`src/rtl/xge_wb_cfg_sequencer.sv`:
```
// rtl/xge_wb_cfg_sequencer.sv - table-driven wishbone master that writes, reads and polls the 10GE MAC register file
module xge_wb_cfg_sequencer #(
    parameter int NUM_ENTRIES    = 8,
    parameter int TIMEOUT_CYCLES = 255,
    parameter int POLL_LIMIT     = 16
) (
    input  logic                           wb_clk_i,
    input  logic                           wb_rst_i,
    input  logic                           prog_we,
    input  logic [$clog2(NUM_ENTRIES)-1:0] prog_idx,
    input  logic [1:0]                     prog_op,
    input  logic [7:0]                     prog_adr,
    input  logic [31:0]                    prog_dat,
    input  logic [31:0]                    prog_mask,
    input  logic                           start,
    output logic                           busy,
    output logic                           done,
    output logic                           error,
    output logic [$clog2(NUM_ENTRIES)-1:0] err_idx,
    output logic [1:0]                     err_code,
    output logic [31:0]                    rd_data,
    output logic [7:0]                     wb_adr_o,
    output logic [31:0]                    wb_dat_o,
    output logic                           wb_we_o,
    output logic                           wb_cyc_o,
    output logic                           wb_stb_o,
    input  logic [31:0]                    wb_dat_i,
    input  logic                           wb_ack_i
);

    localparam int IW = $clog2(NUM_ENTRIES);

    localparam logic [1:0] OP_END   = 2'd0;
    localparam logic [1:0] OP_WRITE = 2'd1;
    localparam logic [1:0] OP_POLL  = 2'd3;

    localparam logic [1:0] CODE_TIMEOUT = 2'd1;
    localparam logic [1:0] CODE_POLL    = 2'd2;

    typedef enum logic [2:0] {
        IDLE,
        LOAD,
        BUS,
        DONE_ST,
        ERR_ST
    } state_t;

    logic [1:0]  r_tbl_op   [NUM_ENTRIES];
    logic [7:0]  r_tbl_adr  [NUM_ENTRIES];
    logic [31:0] r_tbl_dat  [NUM_ENTRIES];
    logic [31:0] r_tbl_mask [NUM_ENTRIES];

    state_t      r_state;
    logic [IW-1:0] r_idx;
    logic [1:0]  r_op;
    logic [31:0] r_cmp_dat;
    logic [31:0] r_cmp_mask;
    logic [7:0]  r_poll_cnt;
    logic [15:0] r_wait;
    logic        r_busy;
    logic        r_done;
    logic        r_error;
    logic [IW-1:0] r_err_idx;
    logic [1:0]  r_err_code;
    logic [31:0] r_rd_data;
    logic [7:0]  r_adr;
    logic [31:0] r_dat;
    logic        r_we;
    logic        r_cyc;
    logic        r_stb;

    logic        w_last;
    logic        w_poll_miss;
    logic        w_poll_exhausted;
    logic        w_timeout;

    assign w_last           = (r_idx == IW'(NUM_ENTRIES - 1));
    assign w_poll_miss      = (r_op == OP_POLL) && ((wb_dat_i & r_cmp_mask) != (r_cmp_dat & r_cmp_mask));
    assign w_poll_exhausted = (r_poll_cnt == 8'(POLL_LIMIT - 1));
    assign w_timeout        = (r_wait == 16'(TIMEOUT_CYCLES - 1));

    // Table writes are refused for the whole run so a sequence cannot be edited under itself.
    always_ff @(posedge wb_clk_i) begin
        if (wb_rst_i) begin
            for (int i = 0; i < NUM_ENTRIES; i++) begin
                r_tbl_op[i]   <= OP_END;
                r_tbl_adr[i]  <= 8'h00;
                r_tbl_dat[i]  <= 32'h0;
                r_tbl_mask[i] <= 32'h0;
            end
        end else if (prog_we && !r_busy) begin
            r_tbl_op[prog_idx]   <= prog_op;
            r_tbl_adr[prog_idx]  <= prog_adr;
            r_tbl_dat[prog_idx]  <= prog_dat;
            r_tbl_mask[prog_idx] <= prog_mask;
        end
    end

    always_ff @(posedge wb_clk_i) begin
        if (wb_rst_i) begin
            r_state    <= IDLE;
            r_idx      <= '0;
            r_op       <= OP_END;
            r_cmp_dat  <= 32'h0;
            r_cmp_mask <= 32'h0;
            r_poll_cnt <= 8'h0;
            r_wait     <= 16'h0;
            r_busy     <= 1'b0;
            r_done     <= 1'b0;
            r_error    <= 1'b0;
            r_err_idx  <= '0;
            r_err_code <= 2'd0;
            r_rd_data  <= 32'h0;
            r_adr      <= 8'h00;
            r_dat      <= 32'h0;
            r_we       <= 1'b0;
            r_cyc      <= 1'b0;
            r_stb      <= 1'b0;
        end else begin
            r_done <= 1'b0;
            case (r_state)
                IDLE: begin
                    if (start) begin
                        r_state    <= LOAD;
                        r_busy     <= 1'b1;
                        r_idx      <= '0;
                        r_error    <= 1'b0;
                        r_err_code <= 2'd0;
                        r_err_idx  <= '0;
                        r_poll_cnt <= 8'h0;
                        r_wait     <= 16'h0;
                    end
                end
                LOAD: begin
                    if (r_tbl_op[r_idx] == OP_END) begin
                        r_state <= DONE_ST;
                        r_done  <= 1'b1;
                        r_busy  <= 1'b0;
                    end else begin
                        r_op       <= r_tbl_op[r_idx];
                        r_adr      <= r_tbl_adr[r_idx];
                        r_we       <= (r_tbl_op[r_idx] == OP_WRITE);
                        r_dat      <= (r_tbl_op[r_idx] == OP_WRITE) ? r_tbl_dat[r_idx] : 32'h0;
                        r_cmp_dat  <= r_tbl_dat[r_idx];
                        r_cmp_mask <= r_tbl_mask[r_idx];
                        r_cyc      <= 1'b1;
                        r_stb      <= 1'b1;
                        r_state    <= BUS;
                    end
                end
                BUS: begin
                    if (wb_ack_i) begin
                        r_cyc  <= 1'b0;
                        r_stb  <= 1'b0;
                        r_wait <= 16'h0;
                        if (r_op != OP_WRITE) begin
                            r_rd_data <= wb_dat_i;
                        end
                        if (w_poll_miss) begin
                            if (w_poll_exhausted) begin
                                r_state    <= ERR_ST;
                                r_error    <= 1'b1;
                                r_err_code <= CODE_POLL;
                                r_err_idx  <= r_idx;
                                r_busy     <= 1'b0;
                            end else begin
                                r_poll_cnt <= r_poll_cnt + 8'd1;
                                r_state    <= LOAD;
                            end
                        end else begin
                            r_poll_cnt <= 8'h0;
                            if (w_last) begin
                                r_state <= DONE_ST;
                                r_done  <= 1'b1;
                                r_busy  <= 1'b0;
                            end else begin
                                r_idx   <= r_idx + IW'(1);
                                r_state <= LOAD;
                            end
                        end
                    end else if (w_timeout) begin
                        r_cyc      <= 1'b0;
                        r_stb      <= 1'b0;
                        r_wait     <= 16'h0;
                        r_state    <= ERR_ST;
                        r_error    <= 1'b1;
                        r_err_code <= CODE_TIMEOUT;
                        r_err_idx  <= r_idx;
                        r_busy     <= 1'b0;
                    end else begin
                        r_wait <= r_wait + 16'd1;
                    end
                end
                // Terminal states last one cycle so a coincident start is only seen from IDLE.
                DONE_ST: r_state <= IDLE;
                ERR_ST:  r_state <= IDLE;
                default: r_state <= IDLE;
            endcase
        end
    end

    assign busy     = r_busy;
    assign done     = r_done;
    assign error    = r_error;
    assign err_idx  = r_err_idx;
    assign err_code = r_err_code;
    assign rd_data  = r_rd_data;
    assign wb_adr_o = r_adr;
    assign wb_dat_o = r_dat;
    assign wb_we_o  = r_we;
    assign wb_cyc_o = r_cyc;
    assign wb_stb_o = r_stb;

endmodule
```
`config.mk`:
```
export PLATFORM = sky130hd
export DESIGN_NAME = xge_wb_cfg_sequencer
export DESIGN_NICKNAME = d
export VERILOG_FILES = /design/src/rtl/xge_wb_cfg_sequencer.sv
export SDC_FILE = /design/constraint.sdc
export NUM_CORES = 1
export LEC_CHECK = 0
export CELL_PAD_IN_SITES_DETAIL_PLACEMENT = 1
export CELL_PAD_IN_SITES_GLOBAL_PLACEMENT = 1
export CORE_MARGIN = 3
export CORE_UTILIZATION = 30
export DETAILED_ROUTE_END_ITERATION = 16
export DONT_BUFFER_PORTS = 1
export PLACE_DENSITY = 0.51
export SKIP_CTS_REPAIR_TIMING = 1
export SLEW_MARGIN = 40
export SYNTH_ARGS = -nofsm -noshare
export SYNTH_HDL_FRONTEND = slang
export SYNTH_SLANG_ARGS = --single-unit
```
`constraint.sdc`:
```
create_clock -name wb_clk_i -period 7.35 [get_ports wb_clk_i]
set_input_delay 0.3675 -clock wb_clk_i [delete_from_list [all_inputs] [get_ports wb_clk_i]]
set_output_delay 0.3675 -clock wb_clk_i [all_outputs]
set_load 0.05 [all_outputs]
```
* After elaboration in Yosys (flattened, before gate mapping)
Memories as Yosys holds them, arrays and structs flattened. A register that Yosys moved wholly into a read port is not among the register bits.
Index checks and enable logic that the tools add are counted.
** Cells by class
- $add $sub $neg :: 3
- Eq/ne operators :: 21
- Multiplexer cells :: 77
- Bitwise gates (word level) :: 3
- Reductions and logical operators :: 21
** Operators with widths (count)
- 32-bit 2-to-1 mux :: 3
- 32-bit bitwise AND :: 2
- 32-bit OR reduction :: 2
- 3-bit 2-to-1 mux :: 21
- 16-bit 2-to-1 mux :: 3
- 8-bit 2-to-1 mux :: 5
- 32-bit != test :: 1
- 16-bit one-hot mux with 2 select lines :: 1
- 1-bit 2-to-1 mux :: 28
- 16-bit by 1-bit adder with 16-bit output, second input constant :: 1
- 16-bit by 8-bit == test with 1-bit output, second input constant :: 1
- 8-bit one-hot mux with 2 select lines :: 1
- 2-bit 2-to-1 mux :: 7
- 2-bit != test, second input constant :: 6
- 3-bit != test, second input constant :: 4
- 3-bit one-hot mux with 2 select lines :: 2
- 5-bit AND reduction :: 2
- 3-bit one-hot mux with 3 select lines :: 1
- 8-bit by 1-bit adder with 8-bit output, second input constant :: 1
- 8-bit by 4-bit == test with 1-bit output, second input constant :: 1
- 4-bit != test, second input constant :: 2
- 8-bit OR reduction :: 1
- 1-bit one-hot mux with 2 select lines :: 3
- 2-bit AND reduction :: 3
- 20 further kinds :: 23
** Storage, ports and cells
- Register bits :: 138
- RAM bits :: 592
- Input bits :: 114
- Output and inout port bits :: 83
- Memories kept :: 4
** Memories
- r_tbl_dat :: depth 8, width 32, read ports 1, clocked after memory_dff 1, write ports 8, RTL line 50 : logic [31:0] r_tbl_dat [NUM_ENTRIES];
- r_tbl_mask :: depth 8, width 32, read ports 1, clocked after memory_dff 1, write ports 8, RTL line 51 : logic [31:0] r_tbl_mask [NUM_ENTRIES];
- r_tbl_adr :: depth 8, width 8, read ports 1, clocked after memory_dff 1, write ports 8, RTL line 49 : logic [7:0] r_tbl_adr [NUM_ENTRIES];
- r_tbl_op :: depth 8, width 2, read ports 1, clocked after memory_dff 1, write ports 8, RTL line 48 : logic [1:0] r_tbl_op [NUM_ENTRIES];

* Logic depth before layout (Yosys ltp)
Gate-level depths: netlist of the first run.
- Depth in word-level cells :: 8
- Depth in mapped cells :: 10
- Gate-level depth less buffers :: 9

* Worst setup path before layout of the first run
Ideal clock, no wire load.
- Path kind :: register to register
- Start point :: register r_busy, in the netlist busy
- End point :: memory r_tbl_adr[0][0], enable pin
- Setup time :: 0.400 ns
- Arrival :: 2.585 ns
- Required time :: 6.950 ns
- Setup slack :: 4.365 ns
- Stages on the path, launching flop included :: 5
- Buffers on the path :: 1
- Clock period less this slack :: 2.985 ns
- Cells stage by stage :: dfxtp_1 -> or4b_1 -> nor3_1 -> clkbuf_1 -> or2_2
** RTL lines
- start: declaration :: RTL line 60 : logic r_busy;
- start signal: assignment :: RTL line 108 : r_busy <= 1'b0;
- start signal: assignment :: RTL line 125 : r_busy <= 1'b1;
- start signal: assignment :: RTL line 138 : r_busy <= 1'b0;
- end: declaration :: RTL line 49

==> results of run 1 <==
sequential cells by signal (all words and copies together) (netlist names), 2 cells and up, named ones only:
name        cells
r_poll_cnt      8
r_tbl_adr      64
r_cmp_dat      32
r_idx           3
wb_adr_o        8
err_idx         3
wb_dat_o       32
r_cmp_mask     32
rd_data        32
r_op            2
r_tbl_mask    256
r_tbl_op       16
err_code        2
r_wait         16
r_state         3
r_tbl_dat     256
metrics by stage:
step / hold slack (ns) / setup slack (ns) / instance area [µm²] / cells
2_1_floorplan: 0.448 / 4.36 / 33700 / 2387
3_3_place_gp: 0.456 / 3.51 / 35300 / 3748
3_5_place_dp: 0.462 / 3.55 / 35600 / 3763
4_1_cts: -0.210 / 3.54 / 38500 / 3932
5_1_grt: 0.00761 / 3.30 / 39700 / 4055
6_report: 0.0235 / 3.52 / 39700 / 4058
final cells by class:
class / instances / area [µm²] / share of cell area
flip-flops and latches: 773 / 21400 / 0.539
inverters: 6 / 22.5 / 0.000567
diodes: 4 / 10.0 / 0.000252
well taps: 1488 / 1860 / 0.0468
multi-input cells: 1444 / 11700 / 0.294
clock inverters: 29 / 283 / 0.00711
repair buffers: 174 / 1840 / 0.0462
clock buffers: 140 / 2630 / 0.0661
critical path, delay by kind of cell (launching register included):
kind | cells | cell delay [ns]
simple gates | 2 | 0.18
mux | 2 | 0.96
buf+inv | 2 | 1.12
flops | 1 | 0.64
compound gates | 2 | 0.71
layout by cell type, fill, tap and decap left out, types with 15 or more instances in the layout:
cell type,synthesis,routed
a211oi_2,50,50
mux2i_1,66,65
o21ai_0,15,15
buf_4,8,34
xor2_1,32,32
nand2_1,133,133
clkinv_2,0,15
edfxtp_1,592,592
dfxtp_1,181,174
nand3_1,26,26
mux4_2,148,148
clkbuf_1,114,34
clkbuf_16,0,93
mux2_2,16,16
and2_1,594,594
dlygate4sd3_1,0,120
buf_12,0,15
a22oi_1,18,18
nor2_1,117,111
nor3b_1,22,22
a21oi_1,96,96
report_power, final:
part	leakage [nW]	switching (mW)	internal [mW]	total (mW)
combinational	4.64	0.484	0.259	0.743
clock	1.43	1.83	2.60	4.43
sequential	7.60	0.147	4.90	5.05
total	13.7	2.46	7.77	10.2
worst min path at each step:
| stage | endpoint | slack (ns) | startpoint |
|---|---|---|---|
| 2_1_floorplan | r_cmp_dat[0] | 0.45 | r_cmp_dat[0] |
| 3_3_place_gp | r_cmp_dat[6] | 0.46 | r_cmp_dat[6] |
| 3_5_place_dp | r_cmp_dat[7] | 0.46 | r_cmp_dat[7] |
| 4_1_cts | busy | -0.21 | wb_rst_i |
| 5_1_grt | r_wait[7] | 0.008 | wb_ack_i |
| 6_report | r_wait[7] | 0.02 | wb_ack_i |
kinds of logic (layout without fill, tap and decap cells):
| group | after synthesis | in the layout |
|---|---|---|
| multiplexers | 230 | 230 |
| AND/OR/NAND/NOR | 961 | 961 |
| other | 0 | 4 |
| AO/OA/AOI/OAI | 216 | 216 |
| flip-flops | 773 | 773 |
| XOR/XNOR | 32 | 32 |
| adder cells (fa/ha/maj) | 5 | 5 |
| buffers and inverters | 170 | 349 |
layer usage:
| metal | up-vias | routed length [µm] | GRT usage |
|---|---|---|---|
| li1 | 8918 | - | - |
| met1 | 10500 | 45900 | 0.226 |
| met2 | 501 | 52800 | 0.309 |
| met3 | 159 | 6690 | 0.0472 |
| met4 | 8 | 2470 | 0.0447 |
| met5 | - | 53 | 0 |
==> metrics.cfg, run 1 <==
[hold_path]
hold_class = input port to register
hold_path_depth = 3

[critical_path]
crit_arrival_ns = 4.33
max_stage_delay_ns = 0.64
cpMostUsedCell = buf_4
cp.required_ns = 7.85
crit_path_max_fanout = 45
r2r_cells = 8
critical-path-slowest-cell = dfxtp_2
worstPathCellList = buf_4 > mux4_2 > mux2_2 > o21ai_4 > buf_4 > nor3b_1 > a21oi_1 > nor2_1
reg2reg_to = wb_dat_o[17]
cp-start-kind = register
endpoint_kind = register
path_class = register to register
r2r_slack_ns = 3.52
crit_end = wb_dat_o[17]

[global_route]
gr-usage-all-layers = 0.180
grt_pass1_vias = 20900
grt_first_pass_wirelength_um = 151000
overflow = 0
antenna_found_initial = 18
grt_max_degree = 183

[die]
die_w_um = 341
dieArea_mm2 = 0.116
rows = 122
initial_core_util = 0.303
io_pins = 197
die_height_um = 341
core_area_mm2 = 0.111

[yosys]
yosys-top-cells-count = 594 x and2_1, 592 x edfxtp_1, 181 x dfxtp_1, 148 x mux4_2, 133 x nand2_1
yosysSeqAreaShare = 0.635
synthSimpleGateAreaFrac = 0.161
yosysMostFrequentCell = and2_1
synth_top_family_by_area = simple AND/OR/NAND/NOR gates
ys_types = 56
synth_mux_area_frac = 0.124
ys_warn_count = 0
synth_edf_count = 592
synthTopCellsByArea = edfxtp_1 53%, and2_1 11%, dfxtp_1 11%
syn_area_per_cell_um2 = 14.1
synth_top_area_frac = 0.527
yosysTopAreaCell = edfxtp_1
synth-seq-cells = 773
synth_nets = 2506
postSynth.asyncResetShare = 0
synth_area_mm2 = 0.0337
synth_top_flop_cell = edfxtp_1
synthAdderAreaFrac = 0.00186
synth_compound_area_frac = 0.0480
syn_inst = 2387
synth_xor_area_frac = 0.00831

[timing]
finalCritPeriodShare = 0.521
period_minus_slack_ns = 3.83
slew_headroom = 0.372
tightestPinTransition_ns = 0.916
tns_ns = 0
setup_violations = 0
skew_ns = 0.0206
slew_viol_final = 0
hold_viol = 0
max_freq_mhz = 261
rsz0062_at_grt = false

[drt]
vias_per_cell = 4.94
drt_wl_total_um = 108000
drt_iter0_drc = 1479
final_antenna_net_count = 0
first_pass_iters = 5
vias = 20000
drc = 0
wl_per_cell_um = 26.6

[cts]
cts_buffers = 90
cts.sinks = 773
root_buffer = clkbuf_16
cts_tree = built
clock_latency_ns = 0.66
clock_tree.buffer_depth = 3
path_clk_slew_ns = 0.06
htreeDepth = 3

[placed_design]
gp_congestion = 0.770
dp_hpwl_um = 67200
portBuffers = 0

[layout]
utilization = 0.358
fill_cells = 11600
syn_to_final_growth_pct = 17.9
nNetsFinal = 2608
layout-drive-gt1-share = 0.172

[run_status]
status = finished clean

[job]
drv_cap = 0

[power]
vdd_drop_max_uv = 167
power_density_mw_per_mm2 = 257
leakage_nw = 13.7
p_total_mw = 10.2

Note: power is estimated with default switching activity, not from simulation.
==> run 2: changes to the inputs <==
- ABC_AREA: default -> 1
- PLACE_DENSITY: 0.51 -> 0.53
- clock period: 7.35 -> 3.8 ns (I/O delays scaled with it)
==> metrics.cfg, run 2 <==
[run_status]
status = finished, violations left  ; was finished clean
violations = negative hold slack

[layout]
syn_to_final_growth_pct = 17.8  ; was 17.9%
layout_common_cells = 968 x nor2_1, 592 x edfxtp_1, 437 x nand2_1, 369 x o21ai_0, 179 x inv_1  ; was 594 x and2_1, 592 x edfxtp_1, 174 x dfxtp_1, 148 x mux4_2, 133 x nand2_1
nNetsFinal = 3610  ; was 2608
layout_commonest_cell = nor2_1  ; was and2_1
largestRegisters = r_tbl_dat (256), r_tbl_mask (256), r_tbl_adr (64)  ; unchanged
fin_cells = 4999  ; was 4058
layout-drive-gt1-share = 0.0703  ; was 0.172
fill_cells = 12300  ; was 11.6k

[yosys]
yosysMostFrequentCell = nor2_1  ; was and2_1
synth_nets = 3571  ; was 2506
synthAdderAreaFrac = 0.00190  ; was 0.00186
yosysTopAreaCell = edfxtp_1  ; unchanged
synth_mux_area_frac = 0  ; was 0.124
synth_top_flop_cell = edfxtp_1  ; unchanged
synth-seq-cells = 773  ; unchanged
ys_warn_count = 0  ; unchanged
ys_types = 45  ; was 56
synthTopCellsByArea = edfxtp_1 54%, nor2_1 11%, dfxtp_1 11%  ; was edfxtp_1 53%, and2_1 11%, dfxtp_1 11%
postSynth.asyncResetShare = 0  ; unchanged
synth_top_area_frac = 0.539  ; was 0.527
synth_compound_area_frac = 0.119  ; was 0.0480
yosys-top-cells-count = 968 x nor2_1, 592 x edfxtp_1, 453 x nand2_1, 369 x o21ai_0  ; was 594 x and2_1, 592 x edfxtp_1, 181 x dfxtp_1, 148 x mux4_2, 133 x nand2_1
synthSimpleGateAreaFrac = 0.179  ; was 0.161
yosysSeqAreaShare = 0.649  ; was 0.635
synth_xor_area_frac = 0.00106  ; was 0.00831
syn_area_per_cell_um2 = 9.56  ; was 14.1 µm²
synth_top_family_by_area = simple AND/OR/NAND/NOR gates  ; unchanged
syn_inst = 3452  ; was 2387
synth_edf_count = 592  ; unchanged
synth_area_mm2 = 0.0330  ; was 0.0337 mm²

[timing]
tns_ns = 0  ; unchanged
hold_viol = 5  ; was 0
setup_violations = 0  ; unchanged
worst_hold_slack_ns = -0.00856  ; was 0.0235 ns
period_minus_slack_ns = 3.03  ; was 3.83 ns
slew_headroom = 0.406  ; was 0.372
skew_ns = 0.0319  ; was 0.0206 ns
rsz0062_at_grt = false  ; unchanged
tightestPinTransition_ns = 0.892  ; was 0.916 ns
finalCritPeriodShare = 0.798  ; was 0.521
max_freq_mhz = 330  ; was 261 MHz
slew_viol_final = 0  ; unchanged

[critical_path]
path_class = register to register  ; unchanged
cp.required_ns = 4.37  ; was 7.85 ns
endpoint_kind = register  ; unchanged
r2r_slack_ns = 0.77  ; was 3.52 ns
cp-start-kind = register  ; unchanged
crit_path_max_fanout = 66  ; was 45
crit_arrival_ns = 3.60  ; was 4.33 ns

[drt]
wl_per_cell_um = 25.3  ; was 26.6 µm
vias = 25600  ; was 20.0k
first_pass_iters = 5  ; unchanged
drc = 0  ; unchanged
drt_iter0_drc = 1619  ; was 1479
vias_per_cell = 5.13  ; was 4.94
drt_wl_total_um = 126000  ; was 108000 µm
final_antenna_net_count = 0  ; unchanged

[global_route]
globalRouteMet1Util = 0.288  ; was 0.226
grt_first_pass_wirelength_um = 181000  ; was 151000 µm
antenna_found_initial = 11  ; was 18
grt_pass1_vias = 25500  ; was 20.9k
met2_usage = 0.362  ; was 0.309
overflow = 0  ; unchanged
top_usage_layer = met2  ; unchanged
use_met3 = 0.0493  ; was 0.0472
gr-usage-all-layers = 0.217  ; was 0.180
grt_max_degree = 162  ; was 183

[cts]
htreeDepth = 3  ; unchanged
root_buffer = clkbuf_16  ; unchanged
cts_buffers = 91  ; was 90
clock_tree.buffer_depth = 3  ; unchanged
clock_latency_ns = 0.68  ; was 0.66 ns
cts_tree = built  ; unchanged
cts.sinks = 773  ; unchanged
path_clk_slew_ns = 0.06  ; about the same

[hold_path]
hold_class = input port to register  ; unchanged

[die]
initial_core_util = 0.303  ; about the same
core_area_mm2 = 0.109  ; was 0.111 mm²
die_height_um = 338  ; was 341 µm
die_w_um = 338  ; was 341 µm
rows = 121  ; was 122
io_pins = 197  ; unchanged
dieArea_mm2 = 0.114  ; was 0.116 mm²

[power]
power_density_mw_per_mm2 = 626  ; was 257 mW/mm²
vdd_drop_max_uv = 420  ; was 167 µV
leakage_nw = 14.9  ; was 13.7 nW

[placed_design]
gp_congestion = 0.785  ; was 0.770
dp_hpwl_um = 70800  ; was 67200 µm
dpl.cell_count = 4703  ; was 3763
portBuffers = 0  ; unchanged

[job]
drv_cap = 0  ; unchanged

run 2: changes by cell type in the layout (fill, tap and decap cells not counted), sizes merged, moves of 50 or more:
cell,change
a211oi,-60
inv,+180
o21ai,+362
a21oi,+73
and2,-594
mux4,-148
mux2i,-66
nand3,+50
o22ai,+105
nor2,+851
nand2,+321
run 2: path summary, 6_finish.rpt:
check,cells past startpoint,end,startpoint
max reg2reg,9,r_cmp_dat[17],register
min reg2reg,2,r_wait[14],r_wait[14]
min,4,r_wait[12],start
max,9,r_cmp_dat[17],register
run 2: report_power, final:
part | total, mW | internal (mW) | switching [mW]
clock network | 8.74 | 5.09 | 3.65
logic | 4.98 | 1.36 | 3.62
registers | 10.6 | 9.71 | 0.894
run 2: cell type report:
cell class,instances,area [µm²],share of cell area
clock inverter,40,332,0.00854
clock buffer,131,2630,0.0677
inverter,190,724,0.0186
timing repair buffer,175,1870,0.0482
multi-input combinational,2260,10100,0.259
sequential,773,21400,0.551
tap,1414,1770,0.0455
antenna,16,40.0,0.00103
run 2: metal layers:
metal	wire [µm]	share of wire
met2	59300	0.47
met5	13	0.00010
met1	57300	0.45
met4	2090	0.017
met3	7620	0.060
run 2: worst max-delay path, stage by stage (launching register included):
cell      delay [ns]
dfxtp_4         0.62
clkinv_2        0.44
o21ai_0         0.31
nand3_1         0.13
nand2_1         0.18
nand2_1         0.14
nand2_4         0.11
buf_6           0.49
a21oi_1         0.22
o21a_1          0.22
run 2: cell families (layout without fill, tap and decap cells):
family                     Yosys count  after routing
adders and majority gates            5              5
xor gates and xnor gates             4              4
DFF                                773            773
buffers and inverters              419            536
AOI/OAI and AO/OA                  725            725
and+or+nand+nor                   1526           1526
other                                0             16
run 2: through the flow:
stage	area [µm²]	hold slack, ns	total power, mW	worst slack, ns	utilization
2_1_floorplan	33000	0.325	13.7	0.230	-
3_3_place_gp	34700	0.292	15.6	0.708	0.318
3_5_place_dp	34700	0.292	15.7	0.580	0.319
4_1_cts	37700	-0.444	24.5	0.560	0.346
5_1_grt	38800	0.000728	25.5	0.472	0.356
6_report	38800	-0.00856	24.3	0.769	0.356
==> run 3: changes to the inputs <==
- PLACE_DENSITY: 0.53 -> 0.55
- clock period: 3.8 -> 2.66 ns (I/O delays scaled with it)
==> metrics.cfg, run 3 (same netlist as run 2, synthesis figures left out) <==
[timing]
worst_hold_slack_ns = 0.0449  ; was -0.00856 ns
skew_ns = 0.0382  ; was 0.0319 ns
fin_ws_ns = 0.221  ; was 0.769 ns
max_freq_mhz = 410  ; was 330 MHz
rsz0062_at_grt = false  ; unchanged
finalCritPeriodShare = 0.917  ; was 0.798
slew_viol_final = 0  ; unchanged
tightestPinTransition_ns = 0.762  ; was 0.892 ns
period_minus_slack_ns = 2.44  ; was 3.03 ns
setup_violations = 0  ; unchanged
hold_viol = 0  ; was 5
slew_headroom = 0.491  ; was 0.406

[layout]
fin_cells = 5015  ; was 4999
syn_to_final_growth_pct = 18.7  ; was 17.8%
layout_commonest_cell = nor2_1  ; unchanged
layout_common_cells = 968 x nor2_1, 592 x edfxtp_1, 437 x nand2_1, 369 x o21ai_0, 180 x inv_1  ; was 968 x nor2_1, 592 x edfxtp_1, 437 x nand2_1, 369 x o21ai_0, 179 x inv_1
fill_cells = 12300  ; about the same
largestRegisters = r_tbl_dat (256), r_tbl_mask (256), r_tbl_adr (64)  ; unchanged
layout-drive-gt1-share = 0.0708  ; was 0.0703
nNetsFinal = 3630  ; was 3610

[power]
power_density_mw_per_mm2 = 887  ; was 626 mW/mm²
vdd_drop_max_uv = 464  ; was 420 µV
leakage_nw = 15.0  ; was 14.9 nW

[drt]
drc = 0  ; unchanged
vias = 25500  ; was 25.6k
vias_per_cell = 5.08  ; was 5.13
drt_iter0_drc = 2026  ; was 1619
wl_per_cell_um = 24.2  ; was 25.3 µm
final_antenna_net_count = 0  ; unchanged
first_pass_iters = 5  ; unchanged
drt_wl_total_um = 121000  ; was 126000 µm

[global_route]
overflow = 0  ; unchanged
antenna_found_initial = 13  ; was 11
grt_max_degree = 129  ; was 162
grt_pass1_vias = 25000  ; was 25.5k
grt_first_pass_wirelength_um = 173000  ; was 181000 µm
gr-usage-all-layers = 0.207  ; was 0.217

[die]
io_pins = 197  ; unchanged
die_height_um = 338  ; unchanged
core_area_mm2 = 0.109  ; unchanged
dieArea_mm2 = 0.114  ; unchanged
die_w_um = 338  ; unchanged
initial_core_util = 0.303  ; unchanged
rows = 121  ; unchanged

[cts]
path_clk_slew_ns = 0.06  ; about the same
clock_latency_ns = 0.68  ; about the same
htreeDepth = 3  ; unchanged
root_buffer = clkbuf_16  ; unchanged
cts.sinks = 773  ; unchanged
cts_buffers = 91  ; unchanged
cts_tree = built  ; unchanged
clock_tree.buffer_depth = 3  ; unchanged

[critical_path]
endpoint_kind = register  ; unchanged
r2r_start = r_state[2]
startpoint = r_state[2]
cp.required_ns = 3.27  ; was 4.37 ns
crit_path_max_fanout = 11  ; was 66
crit_arrival_ns = 3.05  ; was 3.60 ns
cp-start-kind = register  ; unchanged
path_class = register to register  ; unchanged

[placed_design]
dpl.cell_count = 4721  ; was 4703
preCtsSetupSlack_ns = 0.320  ; was 0.580 ns
dp_hpwl_um = 68400  ; was 70800 µm
gp_congestion = 0.817  ; was 0.785
portBuffers = 0  ; unchanged

[hold_path]
hold_class = input port to register  ; unchanged
hp-start = prog_idx[2]  ; was start

[job]
drv_cap = 0  ; unchanged

[run_status]
status = finished clean  ; was finished, violations left

-- run 3: path summary, 6_finish.rpt --
kind | to | depth (start not counted) | slack (ns)
setup reg to reg | r_wait[5] | 11 | 0.22
hold reg to reg | wb_stb_o | 2 | 0.47
setup / recovery | r_wait[5] | 11 | 0.22
hold / removal | r_tbl_mask[2][28] | 3 | 0.04
-- run 3: worst max-delay path, cell delays in order (launching register included) --
cell           delay (ns)
dfxtp_1              0.34
nor2_1               0.24
inv_2                0.10
nor2_4               0.15
inv_2                0.14
nor2_2               0.17
nand2_2              0.19
inv_2                0.09
buf_4                0.18
nand3_1              0.09
a21oi_1              0.13
dlygate4sd3_1        0.55
-- run 3: final cells by class --
cell class	instances	area [µm²]	share of cell area
flip-flops and latches	773	21400	0.547
repair buffers	195	2250	0.0574
diodes	12	30.0	0.000767
inverters	190	722	0.0184
clock inverters	36	354	0.00904
clock buffers	135	2560	0.0655
well taps	1414	1770	0.0452
multi-input cells	2260	10100	0.257
-- run 3: routing by layer --
layer  vias to the layer above  track usage  wire, µm
met4                         8       0.0442      1920
met1                     12900        0.281     56400
met5                         -            0        55
met2                       604        0.329     55100
li1                      11800            -         -
met3                       136       0.0586      7750
-- run 3: per-stage QoR --
step,utilization,power [mW],TNS (ns),instance area [µm²]
finish,0.359,34.8,0,39200
global route,0.359,36.4,0,39100
CTS,0.349,35.0,0,38000
detailed placement,0.322,22.6,0,35100
global placement,0.322,22.6,0,35100
floorplan,-,19.5,-106.65,33000
-- run 3: power by group --
part	leakage (nW)	internal [mW]	switching, mW
Clock	1.41	7.09	5.18
Sequential	7.60	13.9	1.11
Combinational	6.01	2.16	5.33
Total	15.0	23.1	11.6
